[config.mk]
export PLATFORM = sky130hd
export DESIGN_NAME = hlsm_shared_adder_ctrl
export DESIGN_NICKNAME = d
export VERILOG_FILES = /design/src/rtl/hlsm_shared_adder_ctrl.sv
export SDC_FILE = /design/constraint.sdc
export NUM_CORES = 1
export LEC_CHECK = 0
export ABC_AREA = 1
export CAP_MARGIN = 20
export CORE_AREA = 2 2 195 101
export DETAILED_ROUTE_END_ITERATION = 16
export DIE_AREA = 0 0 197 103
export GPL_ROUTABILITY_DRIVEN = 0
export GPL_TIMING_DRIVEN = 0
export PLACE_DENSITY = 0.56
export SYNTH_ARGS = -nofsm -noshare
export SYNTH_HDL_FRONTEND = slang
export SYNTH_SLANG_ARGS = --single-unit
[constraint.sdc]
create_clock -name Clk -period 3.7 [get_ports Clk]
set_input_delay 0.37 -clock Clk [delete_from_list [all_inputs] [get_ports Clk]]
set_output_delay 0.37 -clock Clk [all_outputs]
set_load 0.03 [all_outputs]
[src/rtl/hlsm_shared_adder_ctrl.sv]
// ============================================================================
// hlsm_shared_adder_ctrl
//
// Purpose:
//   Computes the 5-operand signed sum i = a + b + c + d + e with a single
//   DATA_WIDTH-bit adder that is reused across the four additions. A small
//   FSM sequences the adder and provides a Start/Done/Busy handshake.
//   This trades throughput (one result per 5 cycles at most) for area
//   compared with a fully pipelined sum chain.
//
// Optional build macro:
//   HLSM_SAT_EN - when defined, every partial sum saturates to the signed
//                 DATA_WIDTH range instead of wrapping. Timing and handshake
//                 are identical in both builds.
//
// Ports:
//   Clk        in   1           rising-edge clock
//   Rst        in   1           asynchronous active-low reset
//   Start      in   1           operation request, sampled only in IDLE
//   a..e       in   DATA_WIDTH  signed operands, sampled on the accepting edge
//   i          out  DATA_WIDTH  signed result register (held until overwritten)
//   Done       out  1           one-cycle completion pulse
//   Busy       out  1           high while an operation is in flight
// ============================================================================
module hlsm_shared_adder_ctrl #(
    parameter int DATA_WIDTH = 16,
    parameter int N_ADDS     = 4
) (
    input  logic                         Clk,
    input  logic                         Rst,
    input  logic                         Start,
    input  logic signed [DATA_WIDTH-1:0] a,
    input  logic signed [DATA_WIDTH-1:0] b,
    input  logic signed [DATA_WIDTH-1:0] c,
    input  logic signed [DATA_WIDTH-1:0] d,
    input  logic signed [DATA_WIDTH-1:0] e,
    output logic signed [DATA_WIDTH-1:0] i,
    output logic                         Done,
    output logic                         Busy
);

    localparam int CW = (N_ADDS > 1) ? $clog2(N_ADDS) : 1;
    localparam logic [CW-1:0] LAST_CNT = CW'(N_ADDS - 1);

    typedef enum logic [0:0] {
        ST_IDLE = 1'b0,
        ST_ADD  = 1'b1
    } state_t;

    // ------------------------------------------------------------------------
    // State and datapath registers
    // ------------------------------------------------------------------------
    state_t                        r_state;
    logic [CW-1:0]                 r_cnt;
    logic signed [DATA_WIDTH-1:0]  r_acc;
    logic signed [DATA_WIDTH-1:0]  r_op [0:N_ADDS-1];
    logic signed [DATA_WIDTH-1:0]  r_i;
    logic                          r_done;
    logic                          r_busy;

    state_t                        w_state_nxt;
    logic [CW-1:0]                 w_cnt_nxt;
    logic signed [DATA_WIDTH-1:0]  w_acc_nxt;
    logic signed [DATA_WIDTH-1:0]  w_op_nxt [0:N_ADDS-1];
    logic signed [DATA_WIDTH-1:0]  w_i_nxt;
    logic                          w_done_nxt;
    logic                          w_busy_nxt;

    logic signed [DATA_WIDTH-1:0]  w_addend;
    logic signed [DATA_WIDTH-1:0]  w_sum;

`ifdef HLSM_SAT_EN
    // Signed add with clamping. Overflow happens only when both inputs share a
    // sign and the wrapped result has the opposite sign; the clamp direction
    // follows the input sign.
    function automatic logic signed [DATA_WIDTH-1:0] sat_add(
        input logic signed [DATA_WIDTH-1:0] x,
        input logic signed [DATA_WIDTH-1:0] y
    );
        logic signed [DATA_WIDTH-1:0] s;
        s = x + y;
        if ((x[DATA_WIDTH-1] == y[DATA_WIDTH-1]) && (s[DATA_WIDTH-1] != x[DATA_WIDTH-1])) begin
            if (x[DATA_WIDTH-1]) begin
                s = {1'b1, {(DATA_WIDTH-1){1'b0}}};
            end else begin
                s = {1'b0, {(DATA_WIDTH-1){1'b1}}};
            end
        end else begin
            s = s;
        end
        return s;
    endfunction
`endif

    // Shared adder: the counter selects which stored operand is added to acc.
    always_comb begin
        w_addend = r_op[r_cnt];
`ifdef HLSM_SAT_EN
        w_sum    = sat_add(r_acc, w_addend);
`else
        w_sum    = r_acc + w_addend;
`endif
    end

    // Next-state and next-register logic for the sequencing FSM.
    always_comb begin
        w_state_nxt = r_state;
        w_cnt_nxt   = r_cnt;
        w_acc_nxt   = r_acc;
        w_op_nxt    = r_op;
        w_i_nxt     = r_i;
        w_done_nxt  = 1'b0;
        w_busy_nxt  = r_busy;

        case (r_state)
            ST_IDLE: begin
                if (Start) begin
                    w_acc_nxt   = a;
                    w_op_nxt[0] = b;
                    w_op_nxt[1] = c;
                    w_op_nxt[2] = d;
                    w_op_nxt[3] = e;
                    w_cnt_nxt   = '0;
                    w_busy_nxt  = 1'b1;
                    w_state_nxt = ST_ADD;
                end else begin
                    w_busy_nxt  = 1'b0;
                end
            end
            ST_ADD: begin
                // Start is not looked at here: requests while busy are dropped.
                w_acc_nxt = w_sum;
                if (r_cnt == LAST_CNT) begin
                    w_i_nxt     = w_sum;
                    w_done_nxt  = 1'b1;
                    w_busy_nxt  = 1'b0;
                    w_cnt_nxt   = '0;
                    w_state_nxt = ST_IDLE;
                end else begin
                    w_cnt_nxt   = r_cnt + CW'(1);
                end
            end
            default: begin
                w_state_nxt = ST_IDLE;
                w_cnt_nxt   = '0;
                w_busy_nxt  = 1'b0;
            end
        endcase
    end

    // FSM state register.
    always_ff @(posedge Clk or negedge Rst) begin
        if (!Rst) begin
            r_state <= ST_IDLE;
        end else begin
            r_state <= w_state_nxt;
        end
    end

    // Datapath and handshake registers; reset aborts any in-flight operation.
    always_ff @(posedge Clk or negedge Rst) begin
        if (!Rst) begin
            r_cnt  <= '0;
            r_acc  <= '0;
            r_i    <= '0;
            r_done <= 1'b0;
            r_busy <= 1'b0;
            for (int k = 0; k < N_ADDS; k++) begin
                r_op[k] <= '0;
            end
        end else begin
            r_cnt  <= w_cnt_nxt;
            r_acc  <= w_acc_nxt;
            r_i    <= w_i_nxt;
            r_done <= w_done_nxt;
            r_busy <= w_busy_nxt;
            for (int k = 0; k < N_ADDS; k++) begin
                r_op[k] <= w_op_nxt[k];
            end
        end
    end

    assign i    = r_i;
    assign Done = r_done;
    assign Busy = r_busy;

endmodule

==> results of run 1 <==
final timing paths:
kind / start / end / slack, ns / cells after the start
worst max register to register: r_cnt[0] / i[12] / 0.65 / 16
min in group Clk: r_op[42] / r_op[42] / 0.48 / 2
worst min-delay path: Rst / r_op[4] / -0.005 / 1
max in group asynchronous: Rst / r_op[46] / 2.99 / 2
worst min register to register: r_op[42] / r_op[42] / 0.48 / 2
worst max-delay path: r_cnt[0] / i[12] / 0.65 / 16
power groups by stage:
stage               Combinational (W)  Sequential [W]  Clock [W]
finish                        0.00449         0.00205    0.00100
global placement              0.00436         0.00205          0
detailed placement            0.00442         0.00205          0
floorplan                     0.00296         0.00209          0
CTS                           0.00445         0.00204    0.00102
global route                  0.00507         0.00211    0.00106
worst max-delay path: stages (launching register included):
cell and delay (ns):
dfrtp_1 0.38, buf_2 0.17, inv_2 0.09, clkbuf_1 0.42
nor2_1 0.13, o22ai_1 0.22, ha_1 0.22, inv_1 0.06
fa_1 0.40, inv_1 0.10, nand3_1 0.06, nand3_1 0.19
nand3_1 0.17, nand3_1 0.11, nand2_1 0.07, nand3_1 0.08
nand2_1 0.06
flip-flops by register name, indices dropped and copies added, names as in the netlist:
| signal | flops |
|---|---|
| r_cnt | 2 |
| r_acc | 16 |
| r_op | 64 |
| Done | 1 |
| i | 16 |
| Busy | 1 |
| r_state | 1 |
kinds of logic (layout without fill, tap and decap cells):
| kind of cell | after synthesis | after routing |
|---|---|---|
| AND/OR/NAND/NOR | 441 | 441 |
| flip-flops | 101 | 101 |
| buffers and inverters | 84 | 201 |
| AO/OA/AOI/OAI | 65 | 65 |
| adder cells (fa/ha/maj) | 17 | 17 |
| XOR/XNOR | 3 | 3 |
synthesized netlist by cell type (all sizes together):
| master | number |
|---|---|
| nor2 | 40 |
| a21oi | 9 |
| nand3 | 42 |
| nor3 | 3 |
| nand2 | 347 |
| nand4 | 1 |
| xnor2 | 2 |
| ha | 16 |
| nand3b | 3 |
| or2 | 5 |
| xor2 | 1 |
| clkbuf | 6 |
| o221ai | 1 |
| a32oi | 1 |
| dfrtp | 101 |
| o21ai | 32 |
| o21a | 1 |
| buf | 23 |
| fa | 1 |
| a22o | 7 |
| inv | 55 |
| o22ai | 14 |
cells in the final DEF, fill, tap and decap left out, drive strengths merged, types with 2 or more instances in the layout:
master         instances
buf                   25
xnor2                  2
ha                    16
inv                   57
clkinv                 2
a21oi                  9
nor3                   3
nand3b                 3
nand2                347
clkdlybuf4s50         99
a22o                   7
or2                    5
o22ai                 14
dfrtp                101
nor2                  40
o21ai                 32
clkbuf                16
nand3                 42
metrics by stage:
stage	hold slack [ns]	cells	setup WS (ns)	total power (W)
2_1_floorplan	0.0744	711	1.30	0.00506
3_3_place_gp	0.460	1058	-1.72	0.00641
3_5_place_dp	0.386	1059	0.733	0.00647
4_1_cts	0.00558	1075	0.696	0.00751
5_1_grt	0.0273	1075	0.440	0.00824
6_report	-0.00474	1075	0.653	0.00755
final cells by class:
cell class	instances	area, um^2	area share
Timing Repair Buffer	101	1030	0.147
Inverter	55	206	0.0296
Multi-Input combinational cell	526	2400	0.344
Sequential cell	101	2530	0.363
Clock inverter	6	68.8	0.00988
Clock buffer	10	239	0.0343
Buffer	29	191	0.0275
Tap cell	247	309	0.0444
metal layers:
| metal | wire (um) | vias to the layer above | part of all wire | global-route usage |
|---|---|---|---|---|
| met5 | 0 | - | 0 | 0 |
| met4 | 123 | 0 | 0.0069 | 0.0318 |
| met3 | 1600 | 11 | 0.090 | 0.0510 |
| met2 | 5760 | 184 | 0.32 | 0.222 |
| met1 | 10200 | 2293 | 0.58 | 0.308 |
| li1 | - | 2463 | - | - |
==> flow_metrics.py, run 1 <==
metrics = {
    "outcome": {
        "outcome": "finished, violations left",
        "violations": "negative hold slack",
    },
    "synthesis": {
        "ys_seq_area_frac": 0.475,
        "synth_top_family_by_area": "simple AND/OR/NAND/NOR gates",
        "yosys.area_share.adder": 0.0414,
        "synth.distinct_cells": 30,
        "synth_compound_area_frac": 0.0733,
        "synth.area.top_cells": "dfrtp_1 47%, nand2_1 24%, nand3_1 3.9%",
        "yosysTopAreaCellShare": 0.475,
        "ys_ff_latch": 101,
        "ys_warn_count": 0,
        "syn_area_um2": 5330,
        "muxShareOfSynthArea": 0,
        "yosys.area_share.simple": 0.331,
        "yosysTopAreaCell": "dfrtp_1",
        "syn_area_per_cell_um2": 7.49,
        "syn_inst": 711,
        "synth_xor_area_frac": 0.00493,
        "syn_nets": 811,
    },
    "sta": {
        "finClkSkew_ns": 0.00703,
        "rsz0062_at_grt": "no",
        "min_period_ns": 3.05,
        "final.setup.tns_ns": 0,
        "slew_headroom": 0.566,
        "fmax_ghz": 0.328,
        "drv_slew": 0,
        "final-hold-violation-count": 5,
        "tightestPinTransition_ns": 0.651,
        "finalSetupViolations": 0,
        "finalCritPeriodShare": 0.823,
        "fin_hold_ws_ns": -0.00474,
    },
    "critical_path": {
        "crit_type": "reg -> reg",
        "path_max_fanout": 10,
        "end_kind": "register",
        "critical_path_required_ns": 3.95,
        "start_kind": "register",
        "worstPathArrival_ns": 3.29,
    },
    "clock_network": {
        "cts_sinks": 101,
        "cts-root-buf": "clkbuf_16",
        "ctsResizeCount": 0,
        "numCtsBuffers": 9,
        "cts_hold_buf": 0,
        "h-tree-depth": 3,
        "cts_tree": "done",
        "clock_latency_ns": 0.35,
        "path_clk_slew_ns": 0.07,
        "post_cts_buffers": 0,
        "cts_max_path_buffers": 2,
    },
    "routing": {
        "detail_route.vias_per_cell": 4.61,
        "initialDrtViolationCount": 408,
        "drc": 0,
        "wirelength_um": 17700,
        "wl_per_cell_um": 16.5,
        "ant_nets": 0,
        "dr.pass1.iters": 5,
        "vias": 4951,
    },
    "global_route": {
        "grt_pass1_wl_um": 27500,
        "track_usage": 0.184,
        "grt_max_degree": 65,
        "globalRouteOverflowTotal": 0,
        "grt_pass1_vias": 4649,
        "grt_antenna_before_repair": 0,
    },
    "cells_and_area": {
        "nNetsFinal": 923,
        "drive_above_1_share": 0.0628,
        "postLayoutCoreUtil": 0.370,
        "syn2layout_area_growth_pct": 30.9,
        "antenna-diode-count": 0,
        "fillers": 1965,
        "design_area_um2": 6970,
    },
    "power": {
        "ir_worst_vdd_mv": 0.419,
        "p_sw_w": 0.00371,
        "pwr-share-seq": 0.272,
        "total_leakage_power_nw": 3.53,
        "p_int_w": 0.00384,
        "switching_share": 0.491,
        "pwr-share-comb": 0.595,
        "p_per_area_nw_per_um2": 1080,
        "p_clk_frac": 0.133,
    },
    "floorplan": {
        "io_pins": 101,
        "die_w_um": 197,
        "row_count": 36,
        "die_y_um": 103,
        "die_area_um2": 20300,
        "coreArea_um2": 18800,
        "initial_core_util": 0.283,
    },
    "placed_design": {
        "hpwl_um": 14000,
        "place_area_um2": 6660,
        "port_buffers": 100,
    },
    "job": {
        "drv_cap": 0,
    },
    "hold_path": {
        "hold_class": "in -> async",
    },
}
Note: power is estimated with default switching activity, not from simulation.
==> run 2, diff against run 1 <==
clock period = 2.9 ns   (was 3.7 ns; I/O delays follow)
==> flow_metrics.py, run 2 (synthesis results as in run 1) <==
metrics = {
    "outcome": {
        "outcome": "complete, no violations",
    },
    "routing": {
        "ant_nets": 0,
        "vias": 4948,
        "wirelength_um": 17700,
        "wl_per_cell_um": 16.4,
        "initialDrtViolationCount": 347,
        "dr.pass1.iters": 5,
        "detail_route.vias_per_cell": 4.60,
        "drc": 0,
    },
    "cells_and_area": {
        "fillers": 1971,
        "most-common-layout-cells": "343 x nand2_1, 101 x dfrtp_1, 99 x clkdlybuf4s50_1, 49 x inv_1, 40 x nand3_1",
        "max_flop_register": "r_op",
        "postLayoutCoreUtil": 0.371,
        "antenna-diode-count": 0,
        "largest_reg_flops": 64,
        "layout.cells.most_common": "nand2_1",
        "nNetsFinal": 924,
        "syn2layout_area_growth_pct": 31.3,
        "drive_above_1_share": 0.0712,
    },
    "global_route": {
        "grt_antenna_before_repair": 0,
        "globalRouteOverflowTotal": 0,
        "track_usage": 0.184,
        "grt_max_degree": 65,
        "grt_pass1_wl_um": 27500,
        "grt_pass1_vias": 4658,
    },
    "floorplan": {
        "initial_core_util": 0.283,
        "die_w_um": 197,
        "io_pins": 101,
        "coreArea_um2": 18800,
        "die_y_um": 103,
        "row_count": 36,
        "die_area_um2": 20300,
    },
    "power": {
        "total_leakage_power_nw": 3.56,
        "p_per_area_nw_per_um2": 1380,
        "ir_worst_vdd_mv": 0.541,
    },
    "critical_path": {
        "worstPathArrival_ns": 2.94,
        "path_max_fanout": 10,
        "start_kind": "register",
        "critical_path_required_ns": 3.15,
        "crit_type": "reg -> reg",
        "end_kind": "register",
    },
    "sta": {
        "slew_headroom": 0.562,
        "fmax_ghz": 0.371,
        "tightestPinTransition_ns": 0.657,
        "finalCritPeriodShare": 0.928,
        "drv_slew": 0,
        "final.setup.tns_ns": 0,
        "final-hold-violation-count": 0,
        "finClkSkew_ns": 0.00945,
        "min_period_ns": 2.69,
        "fin_hold_ws_ns": 0.470,
        "finalSetupViolations": 0,
    },
    "clock_network": {
        "cts_max_path_buffers": 2,
        "h-tree-depth": 3,
        "cts_tree": "done",
        "cts-root-buf": "clkbuf_16",
        "clock_latency_ns": 0.35,
        "path_clk_slew_ns": 0.08,
        "numCtsBuffers": 9,
        "cts_sinks": 101,
    },
    "job": {
        "drv_cap": 0,
    },
    "placed_design": {
        "port_buffers": 100,
        "hpwl_um": 14000,
    },
    "hold_path": {
        "hold_class": "in -> async",
    },
}
## run 2: critical path, stage by stage, from the launching register on
cell	delay, ns
dfrtp_1	0.38
buf_2	0.17
inv_2	0.09
clkbuf_4	0.22
nor2_1	0.08
o22ai_1	0.20
ha_1	0.22
inv_1	0.06
fa_1	0.40
inv_1	0.10
nand3_1	0.08
nand3_2	0.13
nand3_1	0.14
nand3_1	0.11
nand2_1	0.07
nand3_1	0.08
nand2_1	0.06
## run 2: final cells by class
| type | count | area (um^2) | area share |
|---|---|---|---|
| inverters | 55 | 206 | 0.0295 |
| clock buffers | 10 | 239 | 0.0342 |
| well taps | 247 | 309 | 0.0442 |
| clock inverters | 6 | 68.8 | 0.00984 |
| flip-flops and latches | 101 | 2530 | 0.361 |
| plain buffers | 29 | 200 | 0.0286 |
| repair buffers | 102 | 1040 | 0.148 |
| multi-input cells | 526 | 2400 | 0.344 |
## run 2: power by group
part | internal [W] | switching (W)
clock | 0.000700 | 0.000570
combinational | 0.00209 | 0.00366
sequential | 0.00213 | 0.000490
total | 0.00491 | 0.00472
## run 2: metal layers
layer | share of wire | track usage
met4 | 0.0072 | 0.0318
met2 | 0.33 | 0.223
met5 | 0 | 0
met3 | 0.077 | 0.0507
met1 | 0.59 | 0.308
## run 2: metrics by stage
step | cells | area [um^2] | worst slack (ns) | total power, W
after floorplan | 711 | 5330 | 0.502 | 0.00645
after global placement | 1058 | 6640 | -2.44 | 0.00818
after detailed placement | 1059 | 6660 | -0.0665 | 0.00825
after CTS | 1076 | 6980 | 0.0136 | 0.00959
after global routing | 1076 | 6990 | -0.0108 | 0.0105
final | 1076 | 6990 | 0.208 | 0.00963
## run 2: worst paths after layout
path	startpoint	slack [ns]	depth (start not counted)	to
max	r_cnt[0]	0.21	16	i[12]
min	Rst	0.47	2	r_op[4]
max reg2reg	r_cnt[0]	0.21	16	i[12]
min reg2reg	r_op[42]	0.48	2	r_op[42]
max in group asynchronous	Rst	1.72	3	r_op[46]
min in group Clk	e[3]	0.47	3	r_op[3]
## run 2: what timing repair did
item | 4_1_cts | 5_1_grt
gates resized for setup | 1 | 12
hold buffers | 1 | 0
setup endpoints to repair | 5 | 20
endpoints found under the hold margin | 37 | 0
setup buffers | 0 | 0
cloned | 0 | 0
